## config.mk

```make
export PLATFORM = sky130hd
export DESIGN_NAME = memory_stage
export DESIGN_NICKNAME = d
export VERILOG_FILES = /design/src/rtl/klp32_pkg.sv /design/src/rtl/load_store_align.sv /design/src/rtl/memory_stage.sv
export SDC_FILE = /design/constraint.sdc
export NUM_CORES = 1
export LEC_CHECK = 0
export ABC_AREA = 1
export ABC_CLOCK_PERIOD_IN_PS = 2090
export CORE_ASPECT_RATIO = 0.7
export CORE_UTILIZATION = 38
export DETAILED_ROUTE_END_ITERATION = 10
export GPL_ROUTABILITY_DRIVEN = 0
export PLACE_DENSITY = 0.71
export SETUP_SLACK_MARGIN = 0.1
export SYNTH_ARGS = -nofsm -noshare
export SYNTH_HDL_FRONTEND = slang
export SYNTH_HIERARCHICAL = 1
export SYNTH_SLANG_ARGS = --single-unit
```

## constraint.sdc

```tcl
create_clock -name clk -period 2.09 [get_ports clk]
set_input_delay 0.418 -clock clk [delete_from_list [all_inputs] [get_ports clk]]
set_output_delay 0.418 -clock clk [all_outputs]
set_load 0.02 [all_outputs]
```

## src/rtl/klp32_pkg.sv

```systemverilog
// Shared constants and types for the KLP32 memory stage.
package klp32_pkg;

  localparam logic [1:0] WB_MEM = 2'b00;
  localparam logic [1:0] WB_ALU = 2'b01;
  localparam logic [1:0] WB_PC4 = 2'b10;

  localparam logic [2:0] F3_B  = 3'b000;
  localparam logic [2:0] F3_H  = 3'b001;
  localparam logic [2:0] F3_W  = 3'b010;
  localparam logic [2:0] F3_BU = 3'b100;
  localparam logic [2:0] F3_HU = 3'b101;

  typedef enum logic {
    IDLE = 1'b0,
    BUSY = 1'b1
  } mem_state_t;

endpackage

```

## src/rtl/load_store_align.sv

```systemverilog
// Combinational byte-lane handling: store replication and byte enables,
// load extraction with sign/zero extension, and alignment/mode checks.
module load_store_align
  import klp32_pkg::*;
(
  input  logic [1:0]  addr_lo,
  input  logic [2:0]  mode,
  input  logic [31:0] store_data,
  output logic [31:0] wdata,
  output logic [3:0]  be,
  output logic        misaligned,
  output logic        illegal_mode,
  input  logic [1:0]  load_offset,
  input  logic [2:0]  load_mode,
  input  logic [31:0] rdata,
  output logic [31:0] load_data
);

  logic [31:0] lane;

  // Access size comes from funct3[1:0]; the unsigned variants share B/H sizing.
  always_comb begin
    wdata        = store_data;
    be           = 4'b1111;
    misaligned   = 1'b0;
    illegal_mode = !(mode inside {F3_B, F3_H, F3_W, F3_BU, F3_HU});
    case (mode[1:0])
      2'b00: begin
        wdata = {4{store_data[7:0]}};
        be    = 4'b0001 << addr_lo;
      end
      2'b01: begin
        wdata      = {2{store_data[15:0]}};
        be         = 4'b0011 << addr_lo;
        misaligned = addr_lo[0];
      end
      default: begin
        misaligned = (addr_lo != 2'b00);
      end
    endcase
  end

  always_comb begin
    lane = rdata >> {load_offset, 3'b000};
    case (load_mode)
      F3_B:    load_data = {{24{lane[7]}}, lane[7:0]};
      F3_H:    load_data = {{16{lane[15]}}, lane[15:0]};
      F3_BU:   load_data = {24'h0, lane[7:0]};
      F3_HU:   load_data = {16'h0, lane[15:0]};
      default: load_data = rdata;
    endcase
  end

endmodule

```

## src/rtl/memory_stage.sv

```systemverilog
// KLP32 MEM stage: issues aligned loads/stores over a req/ack port, stalls
// execute while an access is outstanding, and registers write-back results.
module memory_stage
  import klp32_pkg::*;
#(
  parameter int TIMEOUT_CYCLES = 16
) (
  input  logic        clk,
  input  logic        reset,
  input  logic        i_valid,
  input  logic [31:0] i_inst,
  input  logic [31:0] i_alu_result,
  input  logic [31:0] i_store_data,
  input  logic        i_mem_rw,
  input  logic [2:0]  i_load_store_mode,
  input  logic [1:0]  i_wb_sel,
  input  logic [31:0] i_pc_inc,
  input  logic        i_reg_wr_en,
  output logic        o_stall,
  output logic        o_dmem_req,
  output logic        o_dmem_we,
  output logic [31:0] o_dmem_addr,
  output logic [31:0] o_dmem_wdata,
  output logic [3:0]  o_dmem_be,
  input  logic        i_dmem_ack,
  input  logic [31:0] i_dmem_rdata,
  output logic        o_memory_valid,
  output logic        o_memory_fault,
  output logic [31:0] o_memory_inst,
  output logic [31:0] o_memory_alu_result,
  output logic [31:0] o_memory_load_data,
  output logic [31:0] o_memory_pc_inc,
  output logic [1:0]  o_memory_wb_sel,
  output logic        o_memory_reg_wr_en
);

  localparam int CNT_W = $clog2(TIMEOUT_CYCLES + 1);

  mem_state_t       state, next_state;
  logic [CNT_W-1:0] timeout_cnt;
  logic             mem_op, accept, op_fault, start_access, timeout_hit;
  logic [31:0]      store_wdata, load_data;
  logic [3:0]       store_be;
  logic             misaligned, illegal_mode;
  logic [31:0]      addr_q, wdata_q;
  logic [3:0]       be_q;
  logic             we_q, reg_wr_en_q;
  logic [2:0]       mode_q;
  logic [1:0]       offset_q;

  assign mem_op       = i_mem_rw | (i_wb_sel == WB_MEM);
  assign accept       = i_valid && (state == IDLE);
  assign op_fault     = mem_op && (misaligned || illegal_mode);
  assign start_access = accept && mem_op && !op_fault;
  assign timeout_hit  = (state == BUSY) && !i_dmem_ack &&
                        (timeout_cnt == CNT_W'(TIMEOUT_CYCLES - 1));

  load_store_align u_align (
    .addr_lo      (i_alu_result[1:0]),
    .mode         (i_load_store_mode),
    .store_data   (i_store_data),
    .wdata        (store_wdata),
    .be           (store_be),
    .misaligned   (misaligned),
    .illegal_mode (illegal_mode),
    .load_offset  (offset_q),
    .load_mode    (mode_q),
    .rdata        (i_dmem_rdata),
    .load_data    (load_data)
  );

  always_ff @(posedge clk) begin
    if (!reset) state <= IDLE;
    else        state <= next_state;
  end

  always_comb begin
    next_state = state;
    case (state)
      IDLE:    if (start_access) next_state = BUSY;
      BUSY:    if (i_dmem_ack || timeout_hit) next_state = IDLE;
      default: next_state = IDLE;
    endcase
  end

  // Sideband goes straight to the result registers on accept; valid only
  // rises once the access completes, so they are hidden while BUSY.
  always_ff @(posedge clk) begin
    if (!reset) begin
      timeout_cnt         <= '0;
      addr_q              <= '0;
      wdata_q             <= '0;
      be_q                <= '0;
      we_q                <= 1'b0;
      mode_q              <= '0;
      offset_q            <= '0;
      reg_wr_en_q         <= 1'b0;
      o_memory_valid      <= 1'b0;
      o_memory_fault      <= 1'b0;
      o_memory_inst       <= '0;
      o_memory_alu_result <= '0;
      o_memory_load_data  <= '0;
      o_memory_pc_inc     <= '0;
      o_memory_wb_sel     <= '0;
      o_memory_reg_wr_en  <= 1'b0;
    end else begin
      o_memory_valid <= 1'b0;
      if (accept) begin
        o_memory_inst       <= i_inst;
        o_memory_alu_result <= i_alu_result;
        o_memory_pc_inc     <= i_pc_inc;
        o_memory_wb_sel     <= i_wb_sel;
        if (start_access) begin
          timeout_cnt <= '0;
          addr_q      <= {i_alu_result[31:2], 2'b00};
          wdata_q     <= store_wdata;
          be_q        <= i_mem_rw ? store_be : 4'b1111;
          we_q        <= i_mem_rw;
          mode_q      <= i_load_store_mode;
          offset_q    <= i_alu_result[1:0];
          reg_wr_en_q <= i_reg_wr_en;
        end else begin
          o_memory_valid     <= 1'b1;
          o_memory_fault     <= op_fault;
          o_memory_load_data <= '0;
          o_memory_reg_wr_en <= i_reg_wr_en && !op_fault;
        end
      end else if (state == BUSY) begin
        if (i_dmem_ack) begin
          o_memory_valid     <= 1'b1;
          o_memory_fault     <= 1'b0;
          o_memory_load_data <= we_q ? 32'h0 : load_data;
          o_memory_reg_wr_en <= reg_wr_en_q;
        end else if (timeout_hit) begin
          o_memory_valid     <= 1'b1;
          o_memory_fault     <= 1'b1;
          o_memory_load_data <= '0;
          o_memory_reg_wr_en <= 1'b0;
        end else begin
          timeout_cnt <= timeout_cnt + CNT_W'(1);
        end
      end
    end
  end

  assign o_stall      = (state == BUSY);
  assign o_dmem_req   = (state == BUSY);
  assign o_dmem_we    = (state == BUSY) && we_q;
  assign o_dmem_be    = (state == BUSY) ? be_q : 4'b0000;
  assign o_dmem_addr  = addr_q;
  assign o_dmem_wdata = wdata_q;

endmodule

```

# --- Yosys cells after proc, flatten, opt, wreduce, memory -nomap -nowiden ---
# Index checks and enable logic that the tools add are counted.
totals:
  ff_bits: 212
  out_inout_bits: 204
  elab_cells: 95
op_classes:
  n_addsub: 1
  n_eq_ne: 13
  shifts: 3
  mux: 35
  n_bitwise: 2
  n_reduce_logical: 24
op_table:
  columns: ["op", "count"]
  rows:
  - ["32-bit two-way mux", 6]
  - ["32-bit case mux with 4 select lines", 1]
  - ["32-bit case mux with 2 select lines", 1]
  - ["32-bit by 5-bit >> shifter with 16-bit output", 1]
  - ["5-bit two-way mux", 5]
  - ["1-bit two-way mux", 17]
  - ["3-bit == test (second input constant)", 4]
  - ["1-bit logical AND", 8]
  - ["4-bit two-way mux", 2]
  - ["4-bit case mux with 2 select lines", 1]
  - ["3-bit by 1-bit == test with 1-bit output (second input constant)", 2]
  - ["3-bit logical NOT", 2]
  - ["5-bit by 1-bit adder with 5-bit output (second input constant)", 1]
  - ["5-bit by 4-bit == test with 1-bit output (second input constant)", 1]
  - ["5-bit nonzero test", 1]
  - ["2-bit logical NOT", 2]
  - ["2-bit by 1-bit inequality test with 1-bit output (second input constant)", 2]
  - ["2-bit inequality test (second input constant)", 2]
  - ["1-bit case mux with 2 select lines", 2]
  - ["4-bit AND reduction", 1]
  - ["2-bit nonzero test", 2]
  - ["1-bit by 2-bit << shifter with 4-bit output (first input constant)", 1]
  - ["2-bit by 2-bit << shifter with 4-bit output (first input constant)", 1]
  - ["3-bit by 2-bit == test with 1-bit output (second input constant)", 1]
  - ["8 further kinds", 11]

# --- Depth between registers and ports, before layout ---
# Gate-level depths: netlist of the first run.
logic_depth:
  word_depth: 9
  mapped_depth: 14
  depth_no_buf: 12

# --- Cells and area by module ---
# The synthesis of the first run kept the hierarchy.
by_module_without_submodules:
  columns: ["module", "n_inst", "cells_each", "area_per_inst_um2", "seq_area_each_um2"]
  rows:
  - ["memory_stage", 1, 1074, 7971.4, 4244.1]
  - ["load_store_align", 1, 307, 1514.0, 0.0]

# --- Worst setup path before layout of the first run ---
# OpenSTA, ideal clock, no wires.
synth_timing:
  path_type: "input to register"
  from: "input i_load_store_mode[1]"
  to: "register timeout_cnt[1]"
  setup_ns: 0.118
  arrival_time_ns: 1.633
  slack_ns: 0.339
  path_stages: 11
  n_path_buf: 3
  cell_sequence: "inv_1 > clkbuf_1 > nor2_1 > inv_1 > nand2_1 > nor2_4 > nand2_2 > buf_6 > buf_6 > a21boi_0 > nor2_1"
synth_via:
  elab_chain_len: 9
  elab_cells_between_ends: 16
  classes_between: "eq/ne (6); mux (1); reduce/logical (9)"
synth_lines:
  columns: ["element", "line", "rtl"]
  rows:
  - ["start, declared", "memory_stage.sv:15", "input logic [2:0] i_load_store_mode,"]
  - ["3-bit by 1-bit == test with 1-bit output (tied with other cells)", "load_store_align.sv:26", "illegal_mode = !(mode inside {F3_B, F3_H, F3_W, F3_BU, F3_HU});"]
  - ["5-bit nonzero test (*)", "load_store_align.sv:26", null]
  - ["1-bit logical NOT (*)", "load_store_align.sv:26", null]
  - ["via illegal_mode", "memory_stage.sv:44", "logic misaligned, illegal_mode;"]
  - ["1-bit logical OR (*)", "memory_stage.sv:53", "assign op_fault = mem_op && (misaligned || illegal_mode);"]
  - ["1-bit logical AND (*)", "memory_stage.sv:53", null]
  - ["1-bit logical NOT (*)", "memory_stage.sv:54", "assign start_access = accept && mem_op && !op_fault;"]
  - ["1-bit logical AND (*)", "memory_stage.sv:54", null]
  - ["2-bit by 1-bit inequality test with 1-bit output (no source line) (*)", null, null]
  - ["4-bit AND reduction (no source line) (*)", null, null]
  - ["end signal, assigned", "memory_stage.sv:140", "timeout_cnt <= timeout_cnt + CNT_W'(1);"]
  - ["end, declared", "memory_stage.sv:40", "logic [CNT_W-1:0] timeout_cnt;"]
# The timed path passes the listed nets; every way through them passes the cells marked *.
# A chain may end at the register's enable or synchronous reset.

# --- Final worst setup path of the first run ---
layout_timing:
  from: "register o_memory_inst[25]"
  to: "output o_memory_inst[25]"
layout_lines:
  columns: ["element", "line", "rtl"]
  rows:
  - ["start, declared", "memory_stage.sv:29", "output logic [31:0] o_memory_inst,"]
  - ["start signal, assigned", "memory_stage.sv:109", "o_memory_inst <= i_inst;"]
# No word-level cell between the ends.

==> summary.txt, run 1 <==
Run status
  – Outcome: completed

Setup path
  – CP max-delay cell: clkdlybuf4s50_1
  – CP Capture Type: primary output
  – Bufs and invs on worst path: 1
  – Critical path class: reg -> out
  – Worst Path Arrival: 1530 ps
  – Max FO, Critical Path: 2
  – Critical Path RT: 1670 ps
  – Largest stage delay, worst path: 660 ps
  – Kind of start point of the critical path: register
  – Critical-path cell list: clkdlybuf4s50_1
  – CP top delay family: buffers and inverters

Run
  – Max-cap violations: 0

Final layout
  – Area growth, synth to finish: 52.3%
  – Sequential cell area: 4250 µm²
  – Fill count: 2207
  – Layout Utilization: 60.1%
  – Most common cell after layout, fill and taps aside: nor2_1
  – Layout net count: 1899
  – Most frequent cells in the layout: nor2_1 (439), clkdlybuf4s50_1 (361), nand2_1 (220)
  – Post-route insts no fill: 2062
  – Layout cells sized above 1: 7.17%
  – Area occupied by multi-input gates: 4360 µm²

Detailed routing
  – Total number of vias: 10000
  – Via density per instance: 4.85
  – Remaining antenna violation count after routing: 0
  – Routed WL: 32200 µm
  – Initial DRC Count: 608
  – DRC errors left: 0
  – WL/cell: 15.6 µm
  – Drt first pass iters: 5

Timing
  – Endpoints failing hold: 0
  – Worst setup slack after layout: 144 ps
  – Final Skew: 16.1 ps
  – Crit share post-route: 93.1%
  – Rel. slew slack: 56.5%
  – Max Slew Vio Count: 0
  – Worst Tran Pin Value: 650 ps
  – Setup-failing EPs final: 0
  – Max Clock Freq: 514 MHz
  – RSZ-0062 raised after global routing: false
  – Worst hold margin: 223 ps
  – Min Tclk post-route: 1950 ps

Yosys
  – Synth Area per Inst: 6.87 µm²
  – Netlist cell types: 34
  – Synth Warn #: 6
  – Sequential area share after synthesis: 44.7%
  – #FFs+latches synth: 212
  – Synthesized area: 9490 µm²
  – Syn Inst Count: 1381

CTS
  – # resized after CTS: 8
  – Clk_lat worst skew: 510 ps
  – # clock sinks: 212
  – Worst-path clk slew: 60 ps
  – CTS Hold Buffers Added: 0
  – CTS Root Cell: clkbuf_16
  – Post-CTS Setup Repair Bufs: 0
  – Clock buffer depth: 3
  – CTS Buf Count: 23
  – H-tree Lvls: 1
  – CTS tree: built

Power
  – Peak VDD IR: 0.765 mV
  – Pleak: 6.16 nW
  – Power, Total: 11.7 mW
  – Power per standard cell area: 811 nW/µm²

Placed design
  – Inst Count DP: 2019
  – Dpl hpwl: 23500 µm
  – PortBufs: 372
  – Pre-CTS setup slack: -180 ps

GRT
  – Initial antenna violation count: 3
  – Largest net degree at the start of global routing: 102
  – Total track usage: 24.1%
  – Total global routing overflow: 0
  – Vias in the first global route: 9079
  – First-pass GRT wire length: 49000 µm

Worst hold path
  – Type of the worst min-delay path: in -> reg

Floorplanning
  – Initial Util: 39.4%
  – Core ar.: 24100 µm²
  – DIE AREA: 25600 µm²
  – Die Wd: 191 µm
  – Die height: 134 µm
  – # rows: 47
  – Num ports: 375
[power by group]
| part | total [mW] | internal (mW) | switching (mW) | leakage (nW) |
|---|---|---|---|---|
| combinational | 2.58 | 1.20 | 1.38 | 3.99 |
| clock | 4.63 | 2.91 | 1.72 | 0.420 |
| sequential | 4.50 | 4.34 | 0.165 | 1.75 |
[state kept, by name, indices dropped and copies added (netlist names)]
| name | flops |
|---|---|
| o_dmem_wdata | 32 |
| o_memory_alu_result | 32 |
| o_memory_inst | 32 |
| o_memory_load_data | 32 |
| o_memory_pc_inc | 32 |
| o_dmem_addr | 30 |
| timeout_cnt | 5 |
| be_q | 4 |
| mode_q | 3 |
| o_memory_wb_sel | 2 |
| offset_q | 2 |
| o_dmem_req | 1 |
| o_memory_fault | 1 |
| o_memory_reg_wr_en | 1 |
| o_memory_valid | 1 |
| reg_wr_en_q | 1 |
| we_q | 1 |
[cell type report]
cell class | count | share of cell area, %
flip-flops and latches | 212 | 29.4
clock buffers | 29 | 4.42
clock inverters | 13 | 1.58
multi-input cells | 994 | 30.2
repair buffers | 422 | 29.7
inverters | 73 | 2.02
diodes | 1 | 0.0173
well taps | 318 | 2.75
[per-stage QoR]
step	cell area, µm²	TNS [ps]
after floorplan	9490	0
after global placement	13600	-5880
after detailed placement	13600	-8600
after CTS	14400	0
after global routing	14400	0
final	14500	0
[path summary, 6_finish.rpt]
path	startpoint	to	slack, ps	cells after the start
max	o_memory_inst[25]$_SDFFE_PN0N_	o_memory_inst[25]	140	1
min	reset	o_memory_inst[14]$_SDFFE_PN0N_	220	3
max reg2reg	timeout_cnt[0]$_SDFFE_PN0P_	o_memory_load_data[31]$_SDFFE_PN0P_	320	11
min reg2reg	o_memory_alu_result[21]$_SDFFE_PN0N_	o_memory_alu_result[21]$_SDFFE_PN0N_	480	2
[kinds of logic after synthesis]
| kind of cell | synth area share [%] |
|---|---|
| AO/OA/AOI/OAI | 12.7 |
| flip-flops | 44.7 |
| other | 0.0395 |
| AND/OR/NAND/NOR | 32.8 |
| buffers and inverters | 9.42 |
| adder cells (fa/ha/maj) | 0.264 |
[routing by layer]
| metal | vias up | track usage [%] | wire (µm) | share of wire, % |
|---|---|---|---|---|
| met5 | - | 0 | 26 | 0.081 |
| met4 | 4 | 5.91 | 798 | 2.5 |
| met3 | 48 | 7.51 | 3180 | 9.9 |
| met2 | 361 | 40.0 | 14800 | 46 |
| met1 | 4546 | 30.2 | 13400 | 42 |
| li1 | 5048 | - | - | - |
[synthesized netlist by cell type]
cell | instances | share of area [%]
inv_6 | 2 | 0.18
nand2_2 | 6 | 0.40
nor2_2 | 2 | 0.13
nor3_2 | 1 | 0.11
nand2_1 | 220 | 8.7
o21ai_0 | 175 | 9.2
a21oi_1 | 30 | 1.6
buf_1 | 5 | 0.20
nand2_4 | 12 | 1.4
o21ai_1 | 17 | 0.90
nor2_4 | 3 | 0.36
o21bai_1 | 1 | 0.079
inv_4 | 3 | 0.20
nand4_1 | 9 | 0.59
nor3b_1 | 1 | 0.079
a31oi_1 | 1 | 0.066
nand3_4 | 2 | 0.37
ha_1 | 2 | 0.26
clkbuf_1 | 48 | 1.9
nor2_1 | 439 | 17
nand3b_1 | 2 | 0.16
buf_4 | 21 | 1.7
buf_6 | 12 | 1.4
nand3_2 | 1 | 0.11
buf_12 | 1 | 0.21
dfxtp_1 | 212 | 45
a21boi_0 | 1 | 0.079
inv_1 | 67 | 2.7
conb_1 | 1 | 0.040
inv_2 | 1 | 0.040
buf_2 | 15 | 0.79
nand3_1 | 57 | 3.0
buf_8 | 1 | 0.16
o211ai_1 | 10 | 0.79
Note: power is estimated with default switching activity, not from simulation.
==> inputs of run 2 (changes only) <==
--- a/config.mk
+++ b/config.mk
@@ -12,7 +12,7 @@
 export DETAILED_ROUTE_END_ITERATION = 10
 export GPL_ROUTABILITY_DRIVEN = 0
 export PLACE_DENSITY = 0.71
-export SETUP_SLACK_MARGIN = 0.1
+export SETUP_SLACK_MARGIN = 0.02
 export SYNTH_ARGS = -nofsm -noshare
 export SYNTH_HDL_FRONTEND = slang
 export SYNTH_HIERARCHICAL = 1
==> run 2 against run 1 <==
  * Sequential power is essentially flat
  * Hold slack gained 0.62 ps
  * Flip-flop and latch count is the same
  * Clock power is essentially flat
  * Power is essentially flat
  * Worst setup slack lost 20 ps
  * Wire length is essentially flat
  * Final cell count is the same
  * Non-clock buffer count is the same
  * Critical path type unchanged
==> summary.txt, run 2 (synthesis gave the netlist of run 1 again) <==
Run status
  – Outcome: completed

Timing
  – Min Tclk post-route: 1970 ps
  – Final Skew: 16.2 ps
  – Worst hold margin: 224 ps
  – Crit share post-route: 94.1%
  – Max Slew Vio Count: 0
  – RSZ-0062 raised after global routing: false
  – Setup-failing EPs final: 0
  – Max Clock Freq: 509 MHz
  – Worst Tran Pin Value: 665 ps
  – Endpoints failing hold: 0
  – Rel. slew slack: 55.5%

Setup path
  – Kind of start point of the critical path: register
  – Worst Path Arrival: 1550 ps
  – Reg2Reg Setup Slack: 250 ps
  – CP top delay family: buffers and inverters
  – Critical-path cell list: clkdlybuf4s50_1
  – Max FO, Critical Path: 2
  – R2R cell count: 12
  – Crit Reg-Reg Startpoint: offset_q[1]$_SDFFE_PN0P_
  – Largest stage delay, worst path: 700 ps
  – Reg2reg end: o_memory_load_data[24]$_SDFFE_PN0P_
  – CP Capture Type: primary output
  – CP max-delay cell: clkdlybuf4s50_1
  – Critical Path RT: 1670 ps
  – Bufs and invs on worst path: 1
  – Critical Path Stages: 1
  – Critical path class: reg -> out

Power
  – Peak VDD IR: 0.769 mV
  – Int Power: 8.45 mW
  – Clock network power share: 39.5%
  – Sequential power share: 38.4%
  – Pleak: 6.13 nW
  – P_sw: 3.27 mW
  – Power per standard cell area: 811 nW/µm²
  – Switching share of power: 27.9%
  – Logic pwr share: 22.1%

Floorplanning
  – Die height: 134 µm
  – Core ar.: 24100 µm²
  – # rows: 47
  – Die Wd: 191 µm
  – Initial Util: 39.4%
  – Num ports: 375
  – DIE AREA: 25600 µm²

Detailed routing
  – Via density per instance: 4.86
  – WL/cell: 15.6 µm
  – Initial DRC Count: 620
  – DRC errors left: 0
  – Routed WL: 32200 µm
  – Total number of vias: 10000
  – Remaining antenna violation count after routing: 0
  – Drt first pass iters: 4

Final layout
  – Layout Utilization: 60.0%
  – Most common cell after layout, fill and taps aside: nor2_1
  – Fill count: 2210
  – Area growth, synth to finish: 52.3%
  – Most frequent cells in the layout: nor2_1 (439), clkdlybuf4s50_1 (364), nand2_1 (220)
  – Layout cells sized above 1: 7.11%
  – Layout net count: 1899

Placed design
  – Dpl hpwl: 23500 µm
  – PortBufs: 372

CTS
  – # clock sinks: 212
  – Clock buffer depth: 3
  – Worst-path clk slew: 60 ps
  – Post-CTS Setup Repair Bufs: 0
  – # resized after CTS: 7
  – Clk_lat worst skew: 510 ps
  – CTS Buf Count: 23
  – CTS Hold Buffers Added: 0
  – CTS tree: built
  – CTS Root Cell: clkbuf_16
  – H-tree Lvls: 1

Run
  – Max-cap violations: 0

Worst hold path
  – Hold wc startpoint: reset
  – Type of the worst min-delay path: in -> reg
  – Hold Path Depth: 3
  – Hold-critical path endpoint: o_memory_inst[14]$_SDFFE_PN0N_

GRT
  – Total track usage: 24.1%
  – First-pass GRT wire length: 49000 µm
  – Total global routing overflow: 0
  – Vias in the first global route: 9079
  – Largest net degree at the start of global routing: 102
  – Initial antenna violation count: 3
-- run 2: per-layer routing --
metal	track usage, %	part of all wire (%)
met1	30.2	42
met2	40.0	46
met3	7.51	9.8
met4	5.91	2.4
met5	0	0.081
-- run 2: through the flow --
stage	total power, mW	setup WS [ps]	TNS (ps)	std cells	cell area [µm²]
floorplan	5.94	339	0	1382	9490
global placement	7.14	-131	-5880	2019	13600
detailed placement	7.18	-180	-8600	2019	13600
CTS	11.8	92.8	0	2061	14400
global route	12.2	79.3	0	2061	14400
finish	11.7	124	0	2062	14400
-- run 2: layout make-up --
cell class                 count  area [µm²]  share of cell area, %
timing repair buffer         422        4280                   29.6
multi-input combinational    994        4360                   30.2
inverter                      73         292                   2.02
clock inverter                13         228                   1.58
clock buffer                  29         638                   4.42
antenna                        1        2.50                 0.0173
sequential                   212        4240                   29.4
tap                          318         398                   2.75
-- run 2: worst max-delay path by stage --
stage | slack [ps] | to | from
after floorplan | 340 | timeout_cnt[1]$_SDFFE_PN0P_ | i_load_store_mode[1]
after global placement | -130 | o_dmem_wdata[18]$_SDFFE_PN0P_ | i_load_store_mode[0]
after detailed placement | -180 | o_dmem_wdata[11]$_SDFFE_PN0P_ | i_load_store_mode[0]
after CTS | 90 | o_dmem_addr[31] | o_dmem_addr[31]$_SDFFE_PN0P_
after global routing | 80 | o_dmem_be[2] | o_dmem_req$_SDFF_PN0_
final | 120 | o_dmem_addr[31] | o_dmem_addr[31]$_SDFFE_PN0P_
-- run 2: power groups by stage --
stage | logic (mW) | registers, mW | clock network [mW]
final | 2.59 | 4.50 | 4.63
after global routing | 2.81 | 4.53 | 4.89
after CTS | 2.60 | 4.50 | 4.73
after detailed placement | 2.59 | 4.59 | 0
after global placement | 2.57 | 4.58 | 0
after floorplan | 1.03 | 4.91 | 0
-- run 2: worst reg2reg max path: stages, from the launching register on --
cell and delay [ps]:
dfxtp_1 590, inv_6 140, nor2_4 230, nand2_2 60
nand2_1 100, nand2_2 80, nand2_4 80, inv_6 90
nand2_4 80, nand3_1 70, nand3_1 100, nand2_1 70
nor2_1 90
==> inputs of run 3 (changes only) <==
--- a/config.mk
+++ b/config.mk
@@ -8,10 +8,12 @@
 export ABC_AREA = 1
 export ABC_CLOCK_PERIOD_IN_PS = 2090
 export CORE_ASPECT_RATIO = 0.7
+export CORE_MARGIN = 2
 export CORE_UTILIZATION = 38
 export DETAILED_ROUTE_END_ITERATION = 10
 export GPL_ROUTABILITY_DRIVEN = 0
-export PLACE_DENSITY = 0.71
+export GPL_TIMING_DRIVEN = 0
+export PLACE_DENSITY = 0.79
 export SETUP_SLACK_MARGIN = 0.02
 export SYNTH_ARGS = -nofsm -noshare
 export SYNTH_HDL_FRONTEND = slang
==> run 3 against run 2 <==
  * Wire length up 9.1%
  * Sequential power is essentially flat
  * Critical path type unchanged
  * Highest routed layer is now met4
  * Sequential share of layout area down 0.094 points
  * Final cell count grew 2.9%
  * Flip-flop and latch count stayed put
  * Via count is 4.5% higher
  * Critical path depth increased by 1
  * Cell area increased by 0.32%
  * First-iteration DRC count grew 37%
==> summary.txt, run 3 (synthesis gave the netlist of run 1 again) <==
Worst hold path
  – Type of the worst min-delay path: in -> reg
  – Hold wc startpoint: i_alu_result[0]

Setup path
  – Largest stage delay, worst path: 590 ps
  – Worst setup path start: o_dmem_req$_SDFF_PN0_
  – Critical Path RT: 1670 ps
  – Worst Path Arrival: 1610 ps
  – Kind of start point of the critical path: register
  – Critical-path cell list: buf_4 -> clkdlybuf4s50_1
  – Crit Reg-Reg Startpoint: timeout_cnt[0]$_SDFFE_PN0P_
  – CP max-delay cell: clkdlybuf4s50_1
  – CP Capture Type: primary output
  – Critical path class: reg -> out
  – Max FO, Critical Path: 3

Final layout
  – N_diodes: 0
  – Post-route insts no fill: 2122
  – Most common cell after layout, fill and taps aside: nor2_1
  – Area occupied by multi-input gates: 4360 µm²
  – Layout net count: 1953
  – Layout cells sized above 1: 7.46%
  – Area growth, synth to finish: 52.8%
  – Most frequent cells in the layout: nor2_1 (439), clkdlybuf4s50_1 (364), nand2_1 (220)
  – Design Area, Final: 14500 µm²
  – Fill count: 2223
  – Sequential cell area: 4240 µm²

Placed design
  – Dpl hpwl: 26900 µm
  – PortBufs: 371
  – Placed Area: 13600 µm²
  – Inst Count DP: 2078

CTS
  – CTS tree: built
  – CTS Hold Buffers Added: 0
  – CTS Buf Count: 23
  – # clock sinks: 212
  – H-tree Lvls: 1
  – Clk_lat worst skew: 520 ps
  – CTS Root Cell: clkbuf_16
  – Worst-path clk slew: 70 ps
  – Clock buffer depth: 3

Floorplanning
  – Initial Util: 38.6%
  – Die Wd: 193 µm
  – Die height: 136 µm
  – Num ports: 375
  – Core ar.: 24600 µm²
  – DIE AREA: 26300 µm²
  – # rows: 48

Power
  – P_sw: 3.38 mW
  – Switching share of power: 29.2%
  – Logic pwr share: 22.9%
  – Peak VDD IR: 0.826 mV
  – Int Power: 8.22 mW
  – Power, Total: 11.6 mW
  – Pleak: 6.15 nW
  – Clock network power share: 38.3%
  – Power per standard cell area: 801 nW/µm²
  – Sequential power share: 38.8%

Detailed routing
  – Met3 wire len: 3660 µm
  – Drt first pass iters: 6
  – Met2 WL post-DR: 16400 µm
  – DRC errors left: 0
  – Top sig layer: met4
  – Initial DRC Count: 852
  – Remaining antenna violation count after routing: 0
  – Total number of vias: 10500
  – Routed WL: 35100 µm
  – WL/cell: 16.6 µm
  – Via density per instance: 4.93
  – WL met1: 14000 µm

Timing
  – RSZ-0062 raised after global routing: false
  – TNS Setup: 0 ps
  – Final Skew: 12.3 ps
  – Min Tclk post-route: 2030 ps
  – Setup-failing EPs final: 0
  – Crit share post-route: 96.9%
  – Rel. slew slack: 59.2%
  – Max Clock Freq: 494 MHz
  – Worst Tran Pin Value: 610 ps
  – Endpoints failing hold: 0
  – Max Slew Vio Count: 0

GRT
  – Total global routing overflow: 0
  – First-pass GRT wire length: 52200 µm
  – Total track usage: 25.7%
  – Largest net degree at the start of global routing: 15
  – Initial antenna violation count: 1
  – Vias in the first global route: 9704

Run
  – Max-cap violations: 0

Run status
  – Outcome: completed
run 3: cell types whose count changed in the layout (fill, tap and decap cells not counted), sizes merged:
cell and change:
clkbuf +49, dlygate4sd2 -1, buf +5, dlymetal6s2s +1
bufinv -2, diode -1, clkinv +1, clkinvlp +1
run 3: critical path, delay by kind of cell, from the launching register on:
| family | cells | cell delay [ps] |
|---|---|---|
| buf+inv | 2 | 710 |
| flops | 1 | 370 |
run 3: timing repair:
action                                  in CTS  in global routing
setup buffers                                1                  2
hold endpoints to repair                     0                  0
pin swaps                                    0                  1
gates resized for setup                     16                  7
endpoints found under the setup margin     119                 40
run 3: stage by stage:
step                      worst slack (ps)  hold WS [ps]  utilization (%)
after detailed placement              -820           469             55.4
after floorplan                        339           455                -
after global routing                  17.4           450             59.0
final                                 64.4           426             59.0
after global placement                -821           463             55.4
after CTS                             42.7           446             58.9
run 3: layer usage:
layer  up-vias  global-route usage (%)
li1       5152                       -
met5         -                   0.577
met2       482                    43.3
met3        79                    7.28
met1      4753                    31.8
met4         0                    7.55
run 3: power groups by stage:
stage | logic (mW) | clock network (mW) | registers [mW]
floorplan | 1.03 | 0 | 4.91
global placement | 2.58 | 0 | 4.58
detailed placement | 2.61 | 0 | 4.59
CTS | 2.64 | 4.51 | 4.51
global route | 2.88 | 4.69 | 4.53
finish | 2.65 | 4.44 | 4.51
run 3: layout make-up:
cell class / instances / share of cell area, %
Timing Repair Buffer: 374 / 25.8
Inverter: 73 / 2.07
Tap cell: 325 / 2.81
Buffer: 102 / 4.25
Clock buffer: 29 / 4.40
Multi-Input combinational cell: 994 / 30.1
Clock inverter: 13 / 1.32
Sequential cell: 212 / 29.3
run 3: worst paths after layout:
path              depth (start not counted)                             endpoint  slack [ps]
hold / removal                            3             offset_q[0]$_SDFFE_PN0P_         430
hold reg to reg                           2       o_memory_inst[11]$_SDFFE_PN0N_         480
setup reg to reg                          9  o_memory_load_data[20]$_SDFFE_PN0P_         170
setup / recovery                          2                              o_stall          60
